File: config.mk
export PLATFORM = sky130hd
export DESIGN_NAME = cdb_arbiter
export DESIGN_NICKNAME = d
export VERILOG_FILES = /design/src/rtl/cdb_pkg.sv /design/src/rtl/cdb_fifo.sv /design/src/rtl/cdb_arbiter.sv
export SDC_FILE = /design/constraint.sdc
export NUM_CORES = 1
export LEC_CHECK = 0
export BUFFER_PORTS_ARGS = -buffer_cell sky130_fd_sc_hd__buf_2
export CORE_AREA = 2 2 128 130
export CTS_CLUSTER_SIZE = 16
export DETAILED_ROUTE_END_ITERATION = 10
export DIE_AREA = 0 0 130 132
export PLACE_DENSITY = 0.75
export SKIP_CTS_REPAIR_TIMING = 1
export SLEW_MARGIN = 5
export SYNTH_ARGS = -nofsm -noshare
export SYNTH_HDL_FRONTEND = slang
export SYNTH_SLANG_ARGS = --single-unit
File: constraint.sdc
create_clock -name clk_in -period 5.71 [get_ports clk_in]
set_clock_uncertainty 0.15 [all_clocks]
set_input_delay 1.142 -clock clk_in [delete_from_list [all_inputs] [get_ports clk_in]]
set_output_delay 1.142 -clock clk_in [all_outputs]
set_load 0.01 [all_outputs]
File: src/rtl/cdb_pkg.sv
// ---------------------------------------------------------------------------
// cdb_pkg
// Shared types for the common data bus (CDB) result path.
//   CDB_TAG_W   : processor-wide ROB/RS tag width
//   CDB_DATA_W  : result value width
//   cdb_entry_t : one buffered/broadcast result {tag, data, exc}
// ---------------------------------------------------------------------------
package cdb_pkg;

    localparam int CDB_TAG_W  = 5;
    localparam int CDB_DATA_W = 32;

    typedef struct packed {
        logic [CDB_TAG_W-1:0]  tag;
        logic [CDB_DATA_W-1:0] data;
        logic                  exc;
    } cdb_entry_t;

endpackage

File: src/rtl/cdb_fifo.sv
// ---------------------------------------------------------------------------
// cdb_fifo
// Per-FU result FIFO feeding the CDB arbiter.
// Ports:
//   clk_i      : clock
//   rst_ni     : async reset, active low (FIFO empty)
//   flush_i    : drop all entries; push/pop at the same edge are ignored
//   push_i     : write wdata_i (ignored when full)
//   pop_i      : remove head (ignored when empty)
//   wdata_i    : entry to write
//   head_o     : current head entry (valid when count_o != 0)
//   count_o    : registered occupancy
//   ready_o    : count_o < DEPTH (a same-edge pop does not make a full FIFO ready)
// DEPTH must be a power of two >= 2 so the pointers wrap naturally.
// ---------------------------------------------------------------------------
module cdb_fifo
    import cdb_pkg::*;
#(
    parameter  int DEPTH = 2,
    localparam int PTR_W = $clog2(DEPTH),
    localparam int CNT_W = PTR_W + 1
) (
    input  logic             clk_i,
    input  logic             rst_ni,
    input  logic             flush_i,
    input  logic             push_i,
    input  logic             pop_i,
    input  cdb_entry_t       wdata_i,
    output cdb_entry_t       head_o,
    output logic [CNT_W-1:0] count_o,
    output logic             ready_o
);

    cdb_entry_t       mem_q [DEPTH];
    logic [PTR_W-1:0] wr_q, wr_d;
    logic [PTR_W-1:0] rd_q, rd_d;
    logic [CNT_W-1:0] cnt_q, cnt_d;
    logic             do_push;
    logic             do_pop;

    assign ready_o = (cnt_q < CNT_W'(DEPTH));
    assign count_o = cnt_q;
    assign head_o  = mem_q[rd_q];

    assign do_push = push_i && ready_o && !flush_i;
    assign do_pop  = pop_i && (cnt_q != '0) && !flush_i;

    always_comb begin
        wr_d  = wr_q;
        rd_d  = rd_q;
        cnt_d = cnt_q;
        if (flush_i) begin
            wr_d  = '0;
            rd_d  = '0;
            cnt_d = '0;
        end else begin
            if (do_push) wr_d = wr_q + PTR_W'(1);
            if (do_pop)  rd_d = rd_q + PTR_W'(1);
            cnt_d = cnt_q + CNT_W'(do_push) - CNT_W'(do_pop);
        end
    end

    always_ff @(posedge clk_i or negedge rst_ni) begin
        if (!rst_ni) begin
            wr_q  <= '0;
            rd_q  <= '0;
            cnt_q <= '0;
        end else begin
            wr_q  <= wr_d;
            rd_q  <= rd_d;
            cnt_q <= cnt_d;
        end
    end

    // Storage needs no reset: an entry is only read after it has been written.
    always_ff @(posedge clk_i) begin
        if (do_push) mem_q[wr_q] <= wdata_i;
    end

endmodule

File: src/rtl/cdb_arbiter.sv
// ---------------------------------------------------------------------------
// cdb_arbiter
// Collects results from NUM_FU functional units into per-FU FIFOs and
// broadcasts at most one per cycle on the registered CDB outputs.
// Ports:
//   clk_in, rst_in (async, active low), flush_in (drop all buffered results)
//   fu_valid_in/fu_tag_in/fu_data_in/fu_exc_in : per-FU result, FU i at slice i
//   fu_ready_out                               : FU i FIFO can accept
//   cdb_valid_out/tag/data/exc/src             : registered broadcast
// Build option:
//   CDB_ROUND_ROBIN_EN defined   -> rotating priority starting at rr pointer
//   CDB_ROUND_ROBIN_EN undefined -> fixed priority, lowest FU index wins
// TAG_W/DATA_W must match CDB_TAG_W/CDB_DATA_W of cdb_pkg.
// ---------------------------------------------------------------------------
module cdb_arbiter
    import cdb_pkg::*;
#(
    parameter  int NUM_FU     = 4,
    parameter  int TAG_W      = CDB_TAG_W,
    parameter  int DATA_W     = CDB_DATA_W,
    parameter  int FIFO_DEPTH = 2,
    localparam int SRC_W      = $clog2(NUM_FU),
    localparam int CNT_W      = $clog2(FIFO_DEPTH) + 1
) (
    input  logic                     clk_in,
    input  logic                     rst_in,
    input  logic                     flush_in,
    input  logic [NUM_FU-1:0]        fu_valid_in,
    input  logic [NUM_FU*TAG_W-1:0]  fu_tag_in,
    input  logic [NUM_FU*DATA_W-1:0] fu_data_in,
    input  logic [NUM_FU-1:0]        fu_exc_in,
    output logic [NUM_FU-1:0]        fu_ready_out,
    output logic                     cdb_valid_out,
    output logic [TAG_W-1:0]         cdb_tag_out,
    output logic [DATA_W-1:0]        cdb_data_out,
    output logic                     cdb_exc_out,
    output logic [SRC_W-1:0]         cdb_src_out
);

    cdb_entry_t       heads [NUM_FU];
    logic [CNT_W-1:0] fifo_cnt [NUM_FU];
    logic [NUM_FU-1:0] nonempty;
    logic [NUM_FU-1:0] grant;
    logic [SRC_W-1:0]  win_idx;
    logic              grant_any;
    cdb_entry_t        win_entry;

    logic              cdb_valid_q;
    logic [TAG_W-1:0]  cdb_tag_q;
    logic [DATA_W-1:0] cdb_data_q;
    logic              cdb_exc_q;
    logic [SRC_W-1:0]  cdb_src_q;

    for (genvar g = 0; g < NUM_FU; g++) begin : g_fu
        cdb_entry_t wr_entry;

        assign wr_entry.tag  = CDB_TAG_W'(fu_tag_in[g*TAG_W +: TAG_W]);
        assign wr_entry.data = CDB_DATA_W'(fu_data_in[g*DATA_W +: DATA_W]);
        assign wr_entry.exc  = fu_exc_in[g];
        assign nonempty[g]   = (fifo_cnt[g] != '0);

        cdb_fifo #(
            .DEPTH (FIFO_DEPTH)
        ) u_fifo (
            .clk_i   (clk_in),
            .rst_ni  (rst_in),
            .flush_i (flush_in),
            .push_i  (fu_valid_in[g]),
            .pop_i   (grant[g]),
            .wdata_i (wr_entry),
            .head_o  (heads[g]),
            .count_o (fifo_cnt[g]),
            .ready_o (fu_ready_out[g])
        );
    end

`ifdef CDB_ROUND_ROBIN_EN
    logic [SRC_W-1:0] rr_q;
    logic [SRC_W-1:0] rr_d;

    // Search starts at rr_q and wraps; first non-empty FIFO wins.
    always_comb begin
        int idx;
        idx       = 0;
        grant_any = 1'b0;
        win_idx   = '0;
        for (int k = 0; k < NUM_FU; k++) begin
            idx = int'(rr_q) + k;
            if (idx >= NUM_FU) idx = idx - NUM_FU;
            if (!grant_any && nonempty[SRC_W'(idx)]) begin
                grant_any = 1'b1;
                win_idx   = SRC_W'(idx);
            end
        end
    end

    assign rr_d = (win_idx == SRC_W'(NUM_FU - 1)) ? '0 : win_idx + SRC_W'(1);

    always_ff @(posedge clk_in or negedge rst_in) begin
        if (!rst_in) begin
            rr_q <= '0;
        end else if (!flush_in && grant_any) begin
            rr_q <= rr_d;
        end
    end
`else
    // Scan from the top down so the lowest non-empty index is left in win_idx.
    always_comb begin
        grant_any = 1'b0;
        win_idx   = '0;
        for (int k = NUM_FU - 1; k >= 0; k--) begin
            if (nonempty[SRC_W'(k)]) begin
                grant_any = 1'b1;
                win_idx   = SRC_W'(k);
            end
        end
    end
`endif

    always_comb begin
        grant = '0;
        if (grant_any) grant[win_idx] = 1'b1;
    end

    assign win_entry = heads[win_idx];

    // Payload holds its last value when nothing is broadcast.
    always_ff @(posedge clk_in or negedge rst_in) begin
        if (!rst_in) begin
            cdb_valid_q <= 1'b0;
            cdb_tag_q   <= '0;
            cdb_data_q  <= '0;
            cdb_exc_q   <= 1'b0;
            cdb_src_q   <= '0;
        end else if (flush_in) begin
            cdb_valid_q <= 1'b0;
        end else begin
            cdb_valid_q <= grant_any;
            if (grant_any) begin
                cdb_tag_q  <= TAG_W'(win_entry.tag);
                cdb_data_q <= DATA_W'(win_entry.data);
                cdb_exc_q  <= win_entry.exc;
                cdb_src_q  <= win_idx;
            end
        end
    end

    assign cdb_valid_out = cdb_valid_q;
    assign cdb_tag_out   = cdb_tag_q;
    assign cdb_data_out  = cdb_data_q;
    assign cdb_exc_out   = cdb_exc_q;
    assign cdb_src_out   = cdb_src_q;

endmodule

==> results of run 1 <==
worst max path at each step:
stage                                             end  slack [ns]  cells past startpoint
after detailed placement  g_fu[1].u_fifo.mem_q[0][16]        2.28                      5
after floorplan            g_fu[0].u_fifo.mem_q[0][0]        1.85                      4
after CTS                  g_fu[1].u_fifo.mem_q[0][6]        2.77                      5
after global placement    g_fu[1].u_fifo.mem_q[0][17]        2.36                      5
final                      g_fu[1].u_fifo.mem_q[0][8]        2.78                      5
after global routing       g_fu[1].u_fifo.mem_q[0][8]        2.65                      5
cells by family (layout without fill, tap and decap cells):
| logic type | Yosys count | after routing | share of synthesized area [%] |
|---|---|---|---|
| buf+inv | 76 | 217 | 4.82 |
| xor+xnor | 9 | 9 | 1.02 |
| mux | 76 | 76 | 9.87 |
| fa+ha+maj | 6 | 6 | 0.974 |
| simple gates | 27 | 27 | 1.93 |
| flops | 204 | 204 | 76.1 |
| other cells | 1 | 2 | 0.0486 |
| compound gates | 42 | 42 | 5.27 |
final cells by class:
class                   count  area (sq um)  area share [%]
multi-input cells         161          1500            16.5
diodes                      1          2.50          0.0274
inverters                  47           176            1.93
repair buffers            133           683            7.48
clock inverters             8          36.3           0.397
flip-flops and latches    204          5870            64.2
clock buffers              29           596            6.52
well taps                 216           270            2.96
state kept, by name (all words and copies together), names as in the netlist:
signal and count:
g_fu.u_fifo.mem_q 152, cdb_data_out 32, g_fu.u_fifo.count_o 8, cdb_tag_out 5, g_fu.u_fifo.rd_q 2, g_fu.u_fifo.wr_q 2, cdb_exc_out 1, cdb_src_out 1
cdb_valid_out 1
metal layers:
layer  share of wire [%]  track usage (%)  wire length [um]
met3                 6.4             3.21               970
met2                  50             30.7              7630
met4                 2.0             5.79               302
met5                   0                0                 0
met1                  41             23.2              6310
worst register-to-register path, delay by kind of cell, from the launching register on:
kind | cells | cell delay, ns
flops | 1 | 0.43
buf+inv | 1 | 0.44
simple gates | 3 | 1.05
power by group through the flow:
stage	sequential (mW)	combinational, mW	clock, mW
after floorplan	2.04	0.621	0
after global placement	2.04	0.895	0
after detailed placement	2.05	0.933	0
after CTS	2.02	0.937	1.27
after global routing	2.05	1.01	1.33
final	2.02	0.921	1.25
cell usage in the layout, fill, tap and decap left out, types with 2 or more instances in the layout:
| cell | instances |
|---|---|
| inv_1 | 47 |
| and3_1 | 2 |
| ha_1 | 6 |
| clkinv_2 | 5 |
| dfrtp_1 | 50 |
| xor2_1 | 2 |
| edfxtp_1 | 152 |
| nor2b_4 | 2 |
| dfrtp_2 | 2 |
| clkbuf_1 | 4 |
| clkbuf_16 | 21 |
| nor2b_1 | 5 |
| and2_1 | 2 |
| buf_2 | 126 |
| a222oi_1 | 38 |
| and3_2 | 2 |
| nor2_1 | 9 |
| clkbuf_8 | 4 |
| mux2i_1 | 76 |
| xnor2_1 | 7 |
| buf_4 | 7 |
| clkinv_1 | 3 |
==> metrics.txt, run 1 <==
initial antenna violation count 1; detailed placement HPWL between 9000 and 10000 um; final instance area between 0.009 and 0.01 sq mm; Synth Flop Type edfxtp_1; syn nets 606; FFs w/ async S/R, synth 25.5%; Starting Density 49.1%; Mapped Cells 441; Power Density around 460 mW/mm^2; Reg2Reg Setup Slack around 3.3 ns; Clock Latency Late Sink 0.48 ns; fill cell count about 1200; critical path, cell by cell buf_2 > inv_1 > and2_1 > nor2b_4 > buf_4; Clk pwr share approximately 30%; worst endpoint required time 5.71 ns; Area Growth Syn to Fin 18.5%; final hold slack 0.320 ns; antenna-violating nets left 0; CTS tree done; WP buf/inv 3; Avg Vias per Cell 5.38; Gate power share between 20% and 30%; final setup TNS 0 ns; hold path depth 1; number of global-route vias before repair approximately 4500; WP data arrival 2.93 ns; switch share 28.4%; RSZ-0062 raised after global routing no; placer congestion estimate around 0.75; clock sinks 204; synth top area cells edfxtp_1 59%, dfrtp_1 17%, mux2i_1 9.9%; crit end category flop; # setup viols final 0; Hold Fails Final Rpt 0; Setup crit start flush_in; via count 4298; first-pass GRT wire length 23500 um; flops & latches, synth 204; post-synth cell types 27; Die W 130 um; clk buf depth 3; Slew Viols, Final 0; Worst R2R End g_fu[1].u_fifo.mem_q[0][8]; top cells by instance count after synthesis 152 x edfxtp_1, 76 x mux2i_1, 52 x dfrtp_1, 47 x inv_1, 38 x a222oi_1; Std-Cell Rows 46; final worst slack 2.78 ns; I/O Buffers between 100 and 150; Num CTS Buffers 21; crit path time final 2.93 ns; final wirelength 15200 um; Post-synth EDFFs 152; initial DRC count 347; count leader, synth edfxtp_1; Core ar. 0.0157 sq mm; switching pwr 1.19 mW; Hold Path Sink cdb_src_out[0]; Mapped Area 0.00771 sq mm; Max rail drop VDD between 0.0003 and 0.0004 V; startpoint types input port; crit share post-route between 50% and 60%; slew margin rel. approximately 24%; slew of the pin with the lowest slew margin 1.13 ns; Avg WL per Cell 19.0 um; Cell Int Power 3.00 mW; peak fanout along the critical path 29; Yosys top cell area share between 50% and 60%; placed inst area 0.00850 sq mm; placed cell count 761; H-tree depth 1; status complete, no violations; Reg power frac about 48%; cell taking the most area after synthesis edfxtp_1; Hold Crit Start cdb_src_out[0]; Vert. Die Dim approximately 130 um; DRC errors left 0; total grt overflow 0; Max Cap Viol 0; largest net degree at the start of global routing 53; post-route core utilization 58.1%; Synth Area per Inst about 17 sq um; Reg-to-Reg Start g_fu[1].u_fifo.count_o[1]; Place WS 2.28 ns; Die ar. 0.0172 sq mm; reg2reg path depth 4; Layout Cells excl Fill roughly 800; Setup CP Type in2reg; cell family with most CP delay buffers and inverters; Leakage 3.57 nW; layout cells sized above 1 between 20% and 30%; CP max stage cell nor2b_4; Yosys warning count 0; Hold Path Class reg2reg; CP peak stage delay 0.59 ns; clk root buf clkbuf_16; Layout Nets 733; Power, Total 4.19 mW; I/O Pins slightly above 200; Seq/Total Area, Yosys 76.1%; GRT Total Usage 17.9%; first drt pass iteration count 10; max frequency roughly 0.34 GHz; Clk pin slew, worst setup/hold paths 0.06 ns
Note: power is estimated with default switching activity, not from simulation.
==> inputs of run 2 (changes only) <==
--- a/config.mk
+++ b/config.mk
@@ -6,11 +6,11 @@
 export NUM_CORES = 1
 export LEC_CHECK = 0
 export BUFFER_PORTS_ARGS = -buffer_cell sky130_fd_sc_hd__buf_2
-export CORE_AREA = 2 2 128 130
+export CORE_AREA = 2 2 132 134
 export CTS_CLUSTER_SIZE = 16
 export DETAILED_ROUTE_END_ITERATION = 10
-export DIE_AREA = 0 0 130 132
-export PLACE_DENSITY = 0.75
+export DIE_AREA = 0 0 134 136
+export PLACE_DENSITY = 0.74
 export SKIP_CTS_REPAIR_TIMING = 1
 export SLEW_MARGIN = 5
 export SYNTH_ARGS = -nofsm -noshare
==> constraint.sdc (replaced) <==
create_clock -name clk_in -period 2.6 [get_ports clk_in]
set_clock_uncertainty 0.15 [all_clocks]
set_input_delay 0.52 -clock clk_in [delete_from_list [all_inputs] [get_ports clk_in]]
set_output_delay 0.52 -clock clk_in [all_outputs]
set_load 0.01 [all_outputs]
==> run 2 against run 1 <==
Compared with the run above:
- sequential share of layout area fell by 1.3 points
- total power rose by 120%
- routed wire length rose by 7.6%
- worst setup slack got worse by 2.4 ns
- via count fell by 0.40%
- sequential power rose by 120%
- clock power rose by 130%
- critical endpoint is now cdb_data_out[27]
- highest routed layer unchanged
- non-clock buffer count rose by 8
- sequential cell count did not move
- design area rose by 2.1%
==> metrics.txt, run 2 (synthesized netlist as in run 1, its figures left out) <==
via count 4281 (-0.40%); clk root buf clkbuf_16; Max rail drop VDD 0.000568 V (+60%); switching pwr 2.66 mW (+120%); critical path, cell by cell or2_4 > nor2_4 > a222oi_1; final setup TNS 0 ns (unchanged); WP data arrival 2.31 ns (-0.62 ns); Starting Density 45.7% (-3.4 points); highest metal used met4; Avg Vias per Cell 5.22 (-2.9%); antenna-violating nets left 0 (unchanged); final wirelength 16400 um (+7.6%); GRT Total Usage 17.8% (-0.13 points); routed wl met3 878 um (-9.5%); clock sinks 204 (unchanged); number of global-route vias before repair 4700 (+4.4%); Hold Fails Final Rpt 0 (unchanged); Avg WL per Cell 20.0 um (+4.8%); max frequency about 0.46 GHz; Gate power share 22.4% (+0.4 points); Leakage 3.64 nW (+1.9%); initial antenna violation count 1 (unchanged); Core ar. 0.0169 sq mm (+7.4%); final instance area 0.00933 sq mm (+2.1%); Max Cap Viol 0 (unchanged); total grt overflow 0 (unchanged); detailed placement HPWL 10100 um (+12%); commonest non-fill, non-tap cell in the layout edfxtp_1; # setup viols final 0 (unchanged); crit share post-route 83.9%; largest net degree at the start of global routing 40 (-25%); cell family with most CP delay simple AND/OR/NAND/NOR gates; crit path time final between 2 and 2.5 ns; final hold slack 0.0645 ns (-0.255 ns); Cell Int Power 6.76 mW (+130%); H-tree depth 1 (unchanged); placer congestion estimate 0.706 (-6.1%); Num CTS Buffers 22 (+4.8%); met2 wire length 8540 um (+12%); Slew Viols, Final 0 (unchanged); Die W 134 um (+3.1%); Setup CP Type reg2reg; slew margin rel. 23.1% (-1.3 points); first drt pass iteration count 7 (-3); Power Density 1010 mW/mm^2 (+120%); slew of the pin with the lowest slew margin 1.15 ns (+0.0191 ns); Power, Total 9.42 mW (+120%); Hold Path Class in2reg; WP buf/inv 0 (-3); Layout Nets 742 (+1.2%); clk buf depth 3 (unchanged); commonest non-fill, non-tap cells in the layout 152 x edfxtp_1, 126 x buf_2, 76 x mux2i_1, 50 x dfrtp_1, 47 x inv_1; Clk pin slew, worst setup/hold paths 0.06 ns (about the same); CP peak stage delay 0.87 ns (+0.28 ns); peak fanout along the critical path 39 (+34%); Area Growth Syn to Fin 20.9%; DRC errors left 0 (unchanged); I/O Pins 204 (unchanged); Die ar. 0.0182 sq mm (+6.2%); switch share 28.3% (-0.15 points); Std-Cell Rows 48 (+4.3%); met1 WL 6510 um (+3.2%); Biggest register g_fu.u_fifo.mem_q; first-pass GRT wire length 24600 um (+4.9%); crit end category flop; Layout Cells excl Fill 820 (+2.6%); startpoint types flop; placed cell count 777 (+2.1%); status complete, no violations; initial DRC count 345 (-0.58%); RSZ-0062 raised after global routing no; CP max stage cell nor2_4; CTS tree done; Vert. Die Dim 136 um (+3.0%); Clock Latency Late Sink 0.49 ns (about the same); placed inst area 0.00864 sq mm (+1.6%); Reg power frac 47.3% (-0.9 points); worst endpoint required time 2.73 ns (-2.98 ns); Clk pwr share 30.3% (+0.5 points); layout cells sized above 1 29.7% (+0.13 points); I/O Buffers 126 (unchanged); number of flip-flops in the largest register 152 (unchanged)
## run 2: cell types whose count changed in the layout (fill, tap and decap cells not counted), sizes merged
cell         delta
buf             +7
clkbuf          +6
clkinv          -3
diode           +1
dlygate4sd3     +1
## run 2: worst paths after layout
path / start / cells after the start / end / slack, ns
max: g_fu[0].u_fifo.count_o[1] / 3 / cdb_data_out[27] / 0.42
min: fu_tag_in[9] / 1 / g_fu[1].u_fifo.mem_q[1][37] / 0.06
max reg2reg: g_fu[0].u_fifo.count_o[1] / 3 / cdb_data_out[27] / 0.42
min reg2reg: cdb_src_out[0] / 1 / cdb_src_out[0] / 0.33
max in group asynchronous: rst_in / 3 / g_fu[1].u_fifo.rd_q / 1.21
min in group asynchronous: rst_in / 2 / cdb_data_out[11] / 0.46
## run 2: per-stage QoR
step           setup WS (ns)  utilization [%]
3_5_place_dp           0.240             51.2
3_3_place_gp           0.262             51.2
6_report               0.420             55.3
4_1_cts                0.396             55.2
2_1_floorplan         0.0897                -
5_1_grt                0.272             55.2
## run 2: layout make-up
type | instances | area, sq um
antenna | 2 | 5.00
clock buffer | 35 | 651
clock inverter | 5 | 20.0
fill | 1330 | 7550
inverter | 47 | 176
multi-input combinational | 161 | 1500
sequential | 204 | 5870
tap | 225 | 282
timing repair buffer | 141 | 821
## run 2: routing by layer
metal  GRT usage, %  vias up
met4           7.45        0
met1           21.9     2154
met3           2.72       31
li1               -     1955
met5              0        -
met2           31.5      141
## run 2: power groups by stage
| stage | logic [mW] | registers [mW] | clock network (mW) |
|---|---|---|---|
| floorplan | 1.37 | 4.47 | 0 |
| global placement | 2.07 | 4.50 | 0 |
| detailed placement | 2.13 | 4.53 | 0 |
| CTS | 2.14 | 4.47 | 2.92 |
| global route | 2.30 | 4.52 | 3.05 |
| finish | 2.11 | 4.45 | 2.85 |
